==> config.mk <==
export PLATFORM = sky130hd
export DESIGN_NAME = alu_operand_stage
export DESIGN_NICKNAME = d
export VERILOG_FILES = /design/src/rtl/alu_operand_stage.sv
export SDC_FILE = /design/constraint.sdc
export NUM_CORES = 1
export LEC_CHECK = 0
export BUFFER_PORTS_ARGS = -buffer_cell sky130_fd_sc_hd__buf_2
export CORE_ASPECT_RATIO = 1.2
export CORE_MARGIN = 2
export CORE_UTILIZATION = 57
export CTS_BUF_LIST = sky130_fd_sc_hd__clkbuf_8 sky130_fd_sc_hd__clkbuf_16
export CTS_CLUSTER_SIZE = 28
export DETAILED_ROUTE_END_ITERATION = 8
export MAX_ROUTING_LAYER = met4
export PLACE_DENSITY = 0.79
export SLEW_MARGIN = 10
export SYNTH_ARGS = -nofsm -noshare
export SYNTH_HDL_FRONTEND = slang
export SYNTH_SLANG_ARGS = --single-unit
==> constraint.sdc <==
create_clock -name clk -period 6.3 [get_ports clk]
set_input_delay 0.315 -clock clk [delete_from_list [all_inputs] [get_ports clk]]
set_output_delay 0.315 -clock clk [all_outputs]
set_load 0.03 [all_outputs]
==> src/rtl/alu_operand_stage.sv <==
// Operand feeder for a combinational 16-bit ALU: register file, A/B operand registers,
// B-path shifter and a five-state sequencer that runs one instruction per start.
module alu_operand_stage #(
  parameter  int DW   = 16,
  parameter  int NREG = 8,
  localparam int AW   = $clog2(NREG)
) (
  input  logic          clk,
  input  logic          reset,
  input  logic          start,
  input  logic [1:0]    op,
  input  logic [AW-1:0] rn,
  input  logic [AW-1:0] rm,
  input  logic [AW-1:0] rd,
  input  logic [1:0]    shift,
  input  logic          use_imm,
  input  logic [DW-1:0] imm,
  input  logic          ext_we,
  input  logic [AW-1:0] ext_addr,
  input  logic [DW-1:0] ext_data,
  output logic [DW-1:0] Ain,
  output logic [DW-1:0] Bin,
  output logic [1:0]    ALUop,
  input  logic [DW-1:0] alu_out,
  input  logic          alu_Z,
  output logic [DW-1:0] C,
  output logic          Z_flag,
  output logic          busy,
  output logic          done
);

  // state  | meaning
  // -------+-----------------------------------------------
  // IDLE   | waiting for start; external register loads
  // RD_A   | A <= R[rn]
  // RD_B   | B <= R[rm]
  // EXEC   | ALU inputs stable; capture out/Z at edge
  // WB     | R[rd] <= C; done pulse
  localparam logic [2:0] S_IDLE = 3'd0;
  localparam logic [2:0] S_RD_A = 3'd1;
  localparam logic [2:0] S_RD_B = 3'd2;
  localparam logic [2:0] S_EXEC = 3'd3;
  localparam logic [2:0] S_WB   = 3'd4;

  localparam logic [1:0] SH_NONE = 2'b00;
  localparam logic [1:0] SH_LSL  = 2'b01;
  localparam logic [1:0] SH_LSR  = 2'b10;
  localparam logic [1:0] SH_ASR  = 2'b11;

  logic [2:0]    state;
  logic [DW-1:0] regs [NREG];
  logic [DW-1:0] a_q;
  logic [DW-1:0] b_q;
  logic [DW-1:0] c_q;
  logic          z_q;

  logic [1:0]    op_q;
  logic [AW-1:0] rn_q;
  logic [AW-1:0] rm_q;
  logic [AW-1:0] rd_q;
  logic [1:0]    shift_q;
  logic          use_imm_q;
  logic [DW-1:0] imm_q;

  logic [DW-1:0] b_shifted;

  always_ff @(posedge clk) begin
    if (!reset) begin
      state     <= S_IDLE;
      a_q       <= '0;
      b_q       <= '0;
      c_q       <= '0;
      z_q       <= 1'b0;
      op_q      <= '0;
      rn_q      <= '0;
      rm_q      <= '0;
      rd_q      <= '0;
      shift_q   <= '0;
      use_imm_q <= 1'b0;
      imm_q     <= '0;
      for (int i = 0; i < NREG; i++) regs[i] <= '0;
    end else begin
      case (state)
        S_IDLE: begin
          // A same-cycle external load is visible to the RD_A/RD_B reads that follow.
          if (ext_we) regs[ext_addr] <= ext_data;
          if (start) begin
            op_q      <= op;
            rn_q      <= rn;
            rm_q      <= rm;
            rd_q      <= rd;
            shift_q   <= shift;
            use_imm_q <= use_imm;
            imm_q     <= imm;
            state     <= S_RD_A;
          end
        end
        S_RD_A: begin
          a_q   <= regs[rn_q];
          state <= S_RD_B;
        end
        S_RD_B: begin
          b_q   <= regs[rm_q];
          state <= S_EXEC;
        end
        S_EXEC: begin
          c_q   <= alu_out;
          z_q   <= alu_Z;
          state <= S_WB;
        end
        S_WB: begin
          regs[rd_q] <= c_q;
          state      <= S_IDLE;
        end
        default: state <= S_IDLE;
      endcase
    end
  end

  always_comb begin
    b_shifted = b_q;
    case (shift_q)
      SH_NONE: b_shifted = b_q;
      SH_LSL:  b_shifted = {b_q[DW-2:0], 1'b0};
      SH_LSR:  b_shifted = {1'b0, b_q[DW-1:1]};
      SH_ASR:  b_shifted = {b_q[DW-1], b_q[DW-1:1]};
      default: b_shifted = b_q;
    endcase
  end

  assign Ain    = a_q;
  assign Bin    = use_imm_q ? imm_q : b_shifted;
  assign ALUop  = op_q;
  assign C      = c_q;
  assign Z_flag = z_q;
  assign busy   = (state != S_IDLE);
  assign done   = (state == S_WB);

endmodule

-- After elaboration in Yosys (flattened, before gate mapping)
Memories as Yosys holds them, arrays and structs flattened. A register that Yosys moved wholly into a read port is not among the register bits.
Index checks and enable logic that the tools add are counted.
- register bits after elaboration: 50
- RAM bits: 128
- input port bits: 70
- memories: 1
- eq/ne operators: 8
- mux-type cells: 18
- reduce and logical (&&, ||, !) cells: 8
- memories (memory ; depth ; width ; read ports ; clocked after Yosys merged registers in ; write ports ; RTL line ; text):
    regs ; 8 ; 16 ; 2 ; 2 ; 8 ; 51 ; logic [DW-1:0] regs [NREG];
- operator list (cell ; count):
    $pmux 16 s4 ; 1
    $mux 16 ; 3
    $reduce_or 16->1 ; 2
    $pmux 3 s4 ; 1
    $mux 1 ; 10
    $mux 3 ; 3
    $eq 3x2->1 const B ; 2
    $eq 2x2->1 const B ; 2
    $eq 3x1->1 const B ; 1
    $eq 3x3->1 const B ; 1
    $logic_not 3->1 ; 1
    $reduce_bool 3->1 ; 1
    $eq 2x1->1 const B ; 1
    $logic_not 1->1 ; 2
    $logic_not 2->1 ; 1
    $ne 2x2->1 const B ; 1
    $reduce_and 2->1 ; 1

-- Longest topological paths before layout
- depth in word-level cells: 7
- gate-level depth with buffers: 7
- mapped depth without buffers: 4

-- Least setup slack after synthesis
No wires, ideal clock.
- path kind: register to register
- start: register state[2]
- end: memory regs[6][0] (enable)
- library setup time: 372 ps
- arrival: 1969 ps
- required time: 5928 ps
- setup slack: 3959 ps
- stages on the path, launching flop included: 7
- clock period less this slack: 2341 ps
- cell sequence: dfxtp_1 buf_6 or4b_4 nor3b_4 o21ai_2 buf_6 nand2_1
- RTL lines (item ; RTL line ; text):
    start: declaration ; 50 ; logic [2:0] state;
    start signal: assignment ; 69 ; state <= S_IDLE;
    start signal: assignment ; 95 ; state <= S_RD_A;
    start signal: assignment ; 100 ; state <= S_RD_B;
    end: declaration ; 51 ;

==> impl_metrics.py <==
metrics = {
    "timing": {
        "tightest_slew_ns": 1.223,
        "maxClockFrequency_ghz": 0.3159,
        "report.final.slew_viol_count": 0,
        "fin_hold_ws_ns": 0.06741,
        "fin_skew_ns": 0.008811,
        "rsz0062_at_grt": "false",
        "max-slew-margin-rel_pct": 16.14,
        "final.setup.tns_ns": 0,
        "fin_crit_ns": 3.166,
        "hold_viol_final": 0,
        "post-route-period-util_pct": 50.25,
        "setup_viol": 0,
    },
    "hold_path": {
        "whs_path_depth": 3,
        "hold_path_class": "input pin to flop",
        "hold_end": "imm_q[4]",
        "worstHoldStart": "imm[4]",
    },
    "global_routing": {
        "grt_antenna_before_repair": 0,
        "grt_pass1_wl_um": 42070,
        "overflow": 0,
        "grt_pass1_vias": 7292,
        "grt_usage_pct": 30.03,
        "grt_max_degree": 52,
    },
    "clock_network": {
        "post_cts_resized": 0,
        "clk_latency_ns": 0.49,
        "cts_tree": "built",
        "path_clk_slew_ns": 0.06,
        "cts_max_level": 1,
        "cts_setup_buffers": 0,
        "cts.path.max_buffers": 3,
        "ctsHoldBuffers": 0,
        "cts.sinks": 210,
        "numCtsBuffers": 21,
        "clockRootBuffer": "clkbuf_16",
    },
    "die": {
        "io_pins": 123,
        "initial_core_util_pct": 58.20,
        "die_h_um": 150.5,
        "die_w_um": 126.1,
        "dieArea_um2": 18970,
        "core_area_um2": 17510,
        "num_rows": 53,
    },
    "synth": {
        "synth_area_leaders": "edfxtp_1 (38%), dfxtp_1 (16%), mux2i_1 (16%)",
        "mappedNetlistNets": 1053,
        "postSynthAreaPerCell_um2": 10.37,
        "synth_top_area_cell": "edfxtp_1",
        "async_reset_ff_share_pct": 0,
        "synth_flop_cell": "edfxtp_1",
        "synth-edff-count": 128,
        "ys_ff_latch": 210,
        "yosys_warnings": 0,
        "synth_area_um2": 10190,
        "yosysSeqAreaShare_pct": 53.83,
        "synth_cell_types": 37,
        "syn_inst": 983,
        "synth_top_area_share_pct": 37.72,
    },
    "placement": {
        "dpl.hpwl_um": 20530,
        "routabilityCongestion": 0.9782,
        "io_buffer_count": 122,
    },
    "power_and_ir_drop": {
        "power.density_nw_per_um2": 279.2,
        "ir_drop_v": 0.0001982,
        "clkPwrFrac_pct": 35.5,
        "swShare_pct": 27.40,
        "p_sw_w": 0.0008722,
        "p_int_w": 0.002311,
        "pwr-share-comb_pct": 14.1,
        "seqPwrFrac_pct": 50.4,
        "leakage_nw": 4.207,
    },
    "setup_path": {
        "critPathLaunchType": "flop",
        "worst_path_max_delay_cell": "and4bb_2",
        "path_depth": 4,
        "rrSetupSlack_ns": 3.13,
        "crit_family": "simple AND/OR/NAND/NOR gates",
        "worstPathCellList": "and4bb_2 > o32ai_1 > a21oi_2 > nand2_1",
        "rr_startpoint": "state[1]",
        "r2r.worst_path.cells": 4,
        "cp_max_fo": 20,
        "cp_slowest_stage_delay_ns": 0.88,
        "r2r-end": "regs[2][12]",
        "crit_type": "flop to flop",
        "path_buf_inv": 0,
        "critPathCaptureType": "flop",
        "crit_arrival_ns": 3.25,
        "cp.required_ns": 6.39,
    },
    "detailed_routing": {
        "wire_per_inst_um": 21.40,
        "final_antenna_net_count": 0,
        "vias_per_cell": 6.016,
        "vias": 7797,
        "dr.pass1.iters": 6,
        "drcViolationCount": 0,
        "wl_um": 27730,
        "drt_iter0_drc": 891,
    },
    "final_layout": {
        "drive_above_1_share_pct": 16.08,
        "diodes": 0,
        "syn_to_final_growth_pct": 11.89,
        "nNetsFinal": 1132,
        "multiInputGateArea_um2": 4352,
        "seqCellArea_um2": 5493,
        "num-fill-cells": 1424,
    },
    "status": {
        "status": "complete, no violations",
    },
    "flow_run": {
        "drv_cap": 0,
    },
}
cells by family after synthesis:
| family | count (synthesis) | share of synthesized area [%] |
|---|---|---|
| compound gates | 190 | 13.16 |
| xor+xnor | 1 | 0.08597 |
| flops | 210 | 53.83 |
| simple gates | 347 | 13.79 |
| mux | 159 | 15.63 |
| buf+inv | 76 | 3.499 |
worst max path at each step:
stage	slack, ns	endpoint	startpoint
6_report	3.13	regs[2][12]	state[1]
5_1_grt	2.95	regs[4][5]	state[1]
4_1_cts	3.14	regs[4][5]	state[1]
3_5_place_dp	2.91	regs[4][10]	reset
3_3_place_gp	3.09	regs[4][10]	reset
2_1_floorplan	3.96	regs[6][0]	state[2]
worst min-delay path, cell delays in order:
cell,delay (ns)
buf_2,0.09
nand2_1,0.04
a21boi_0,0.06
per-layer routing:
| layer | GRT usage, % | wire (µm) | vias up |
|---|---|---|---|
| met3 | 3.802 | 2414 | 84 |
| met5 | - | 0 | - |
| met2 | 47.61 | 12680 | 437 |
| met1 | 39.61 | 11410 | 3604 |
| met4 | 12.25 | 1222 | 0 |
| li1 | - | - | 3672 |
power groups by stage:
| stage | clock network [W] | logic (W) | registers (W) |
|---|---|---|---|
| 2_1_floorplan | 0 | 0.000303 | 0.00161 |
| 3_3_place_gp | 0 | 0.000438 | 0.00163 |
| 3_5_place_dp | 0 | 0.000444 | 0.00163 |
| 4_1_cts | 0.00114 | 0.000446 | 0.00160 |
| 5_1_grt | 0.00119 | 0.000485 | 0.00161 |
| 6_report | 0.00113 | 0.000450 | 0.00160 |
layout make-up:
type | instances | area share, %
multi-input cells | 697 | 38.17
clock inverters | 14 | 0.5378
well taps | 220 | 2.414
flip-flops and latches | 210 | 48.18
inverters | 5 | 0.1646
repair buffers | 127 | 5.685
clock buffers | 23 | 4.851
stage by stage:
stage / cells / cell area, µm² / worst slack [ns] / utilization, % / power [W]
finish: 1296 / 11400 / 3.134 / 65.12 / 0.003183
CTS: 1296 / 11400 / 3.140 / 65.10 / 0.003186
floorplan: 983 / 10190 / 3.959 / - / 0.001917
detailed placement: 1259 / 10780 / 2.913 / 61.59 / 0.002076
global placement: 1259 / 10780 / 3.093 / 61.59 / 0.002064
global route: 1296 / 11400 / 2.954 / 65.12 / 0.003290
layout by cell type (no fill, tap or decap), drive strengths merged:
cell / Yosys / routed
o21ai: 35 / 35
a22oi: 49 / 49
mux2i: 158 / 158
nor3b: 4 / 4
a21oi: 36 / 36
dfxtp: 82 / 82
edfxtp: 128 / 128
inv: 5 / 10
or4b: 2 / 2
nor2: 147 / 147
clkinvlp: 0 / 3
o211a: 1 / 1
nand3: 2 / 2
xnor2: 1 / 1
nor2b: 5 / 5
buf: 28 / 127
nand2b: 1 / 1
and2: 4 / 4
a21boi: 49 / 49
o32ai: 4 / 4
nor3: 9 / 9
mux2: 1 / 1
nand2: 170 / 170
and4bb: 1 / 1
clkbuf: 43 / 23
a32o: 16 / 16
clkinv: 0 / 6
and3: 1 / 1
nand4bb: 1 / 1
flip-flops by register name (all words and copies together), names as in the netlist, 3 cells and up:
signal / flops
rm_q: 3
state: 3
imm_q: 16
rn_q: 3
b_q: 16
Ain: 16
C: 16
regs: 128
rd_q: 3
cell usage after synthesis (all sizes together), types with 2 or more instances:
cell type and count:
nand2 170, mux2i 158, nor2 147, edfxtp 128, dfxtp 82, a21boi 49
a22oi 49, clkbuf 43, a21oi 36, o21ai 35, buf 28, a32o 16
nor3 9, inv 5, nor2b 5, and2 4, nor3b 4, o32ai 4
nand3 2, or4b 2
No activity file was read; power rests on OpenSTA's default activity.
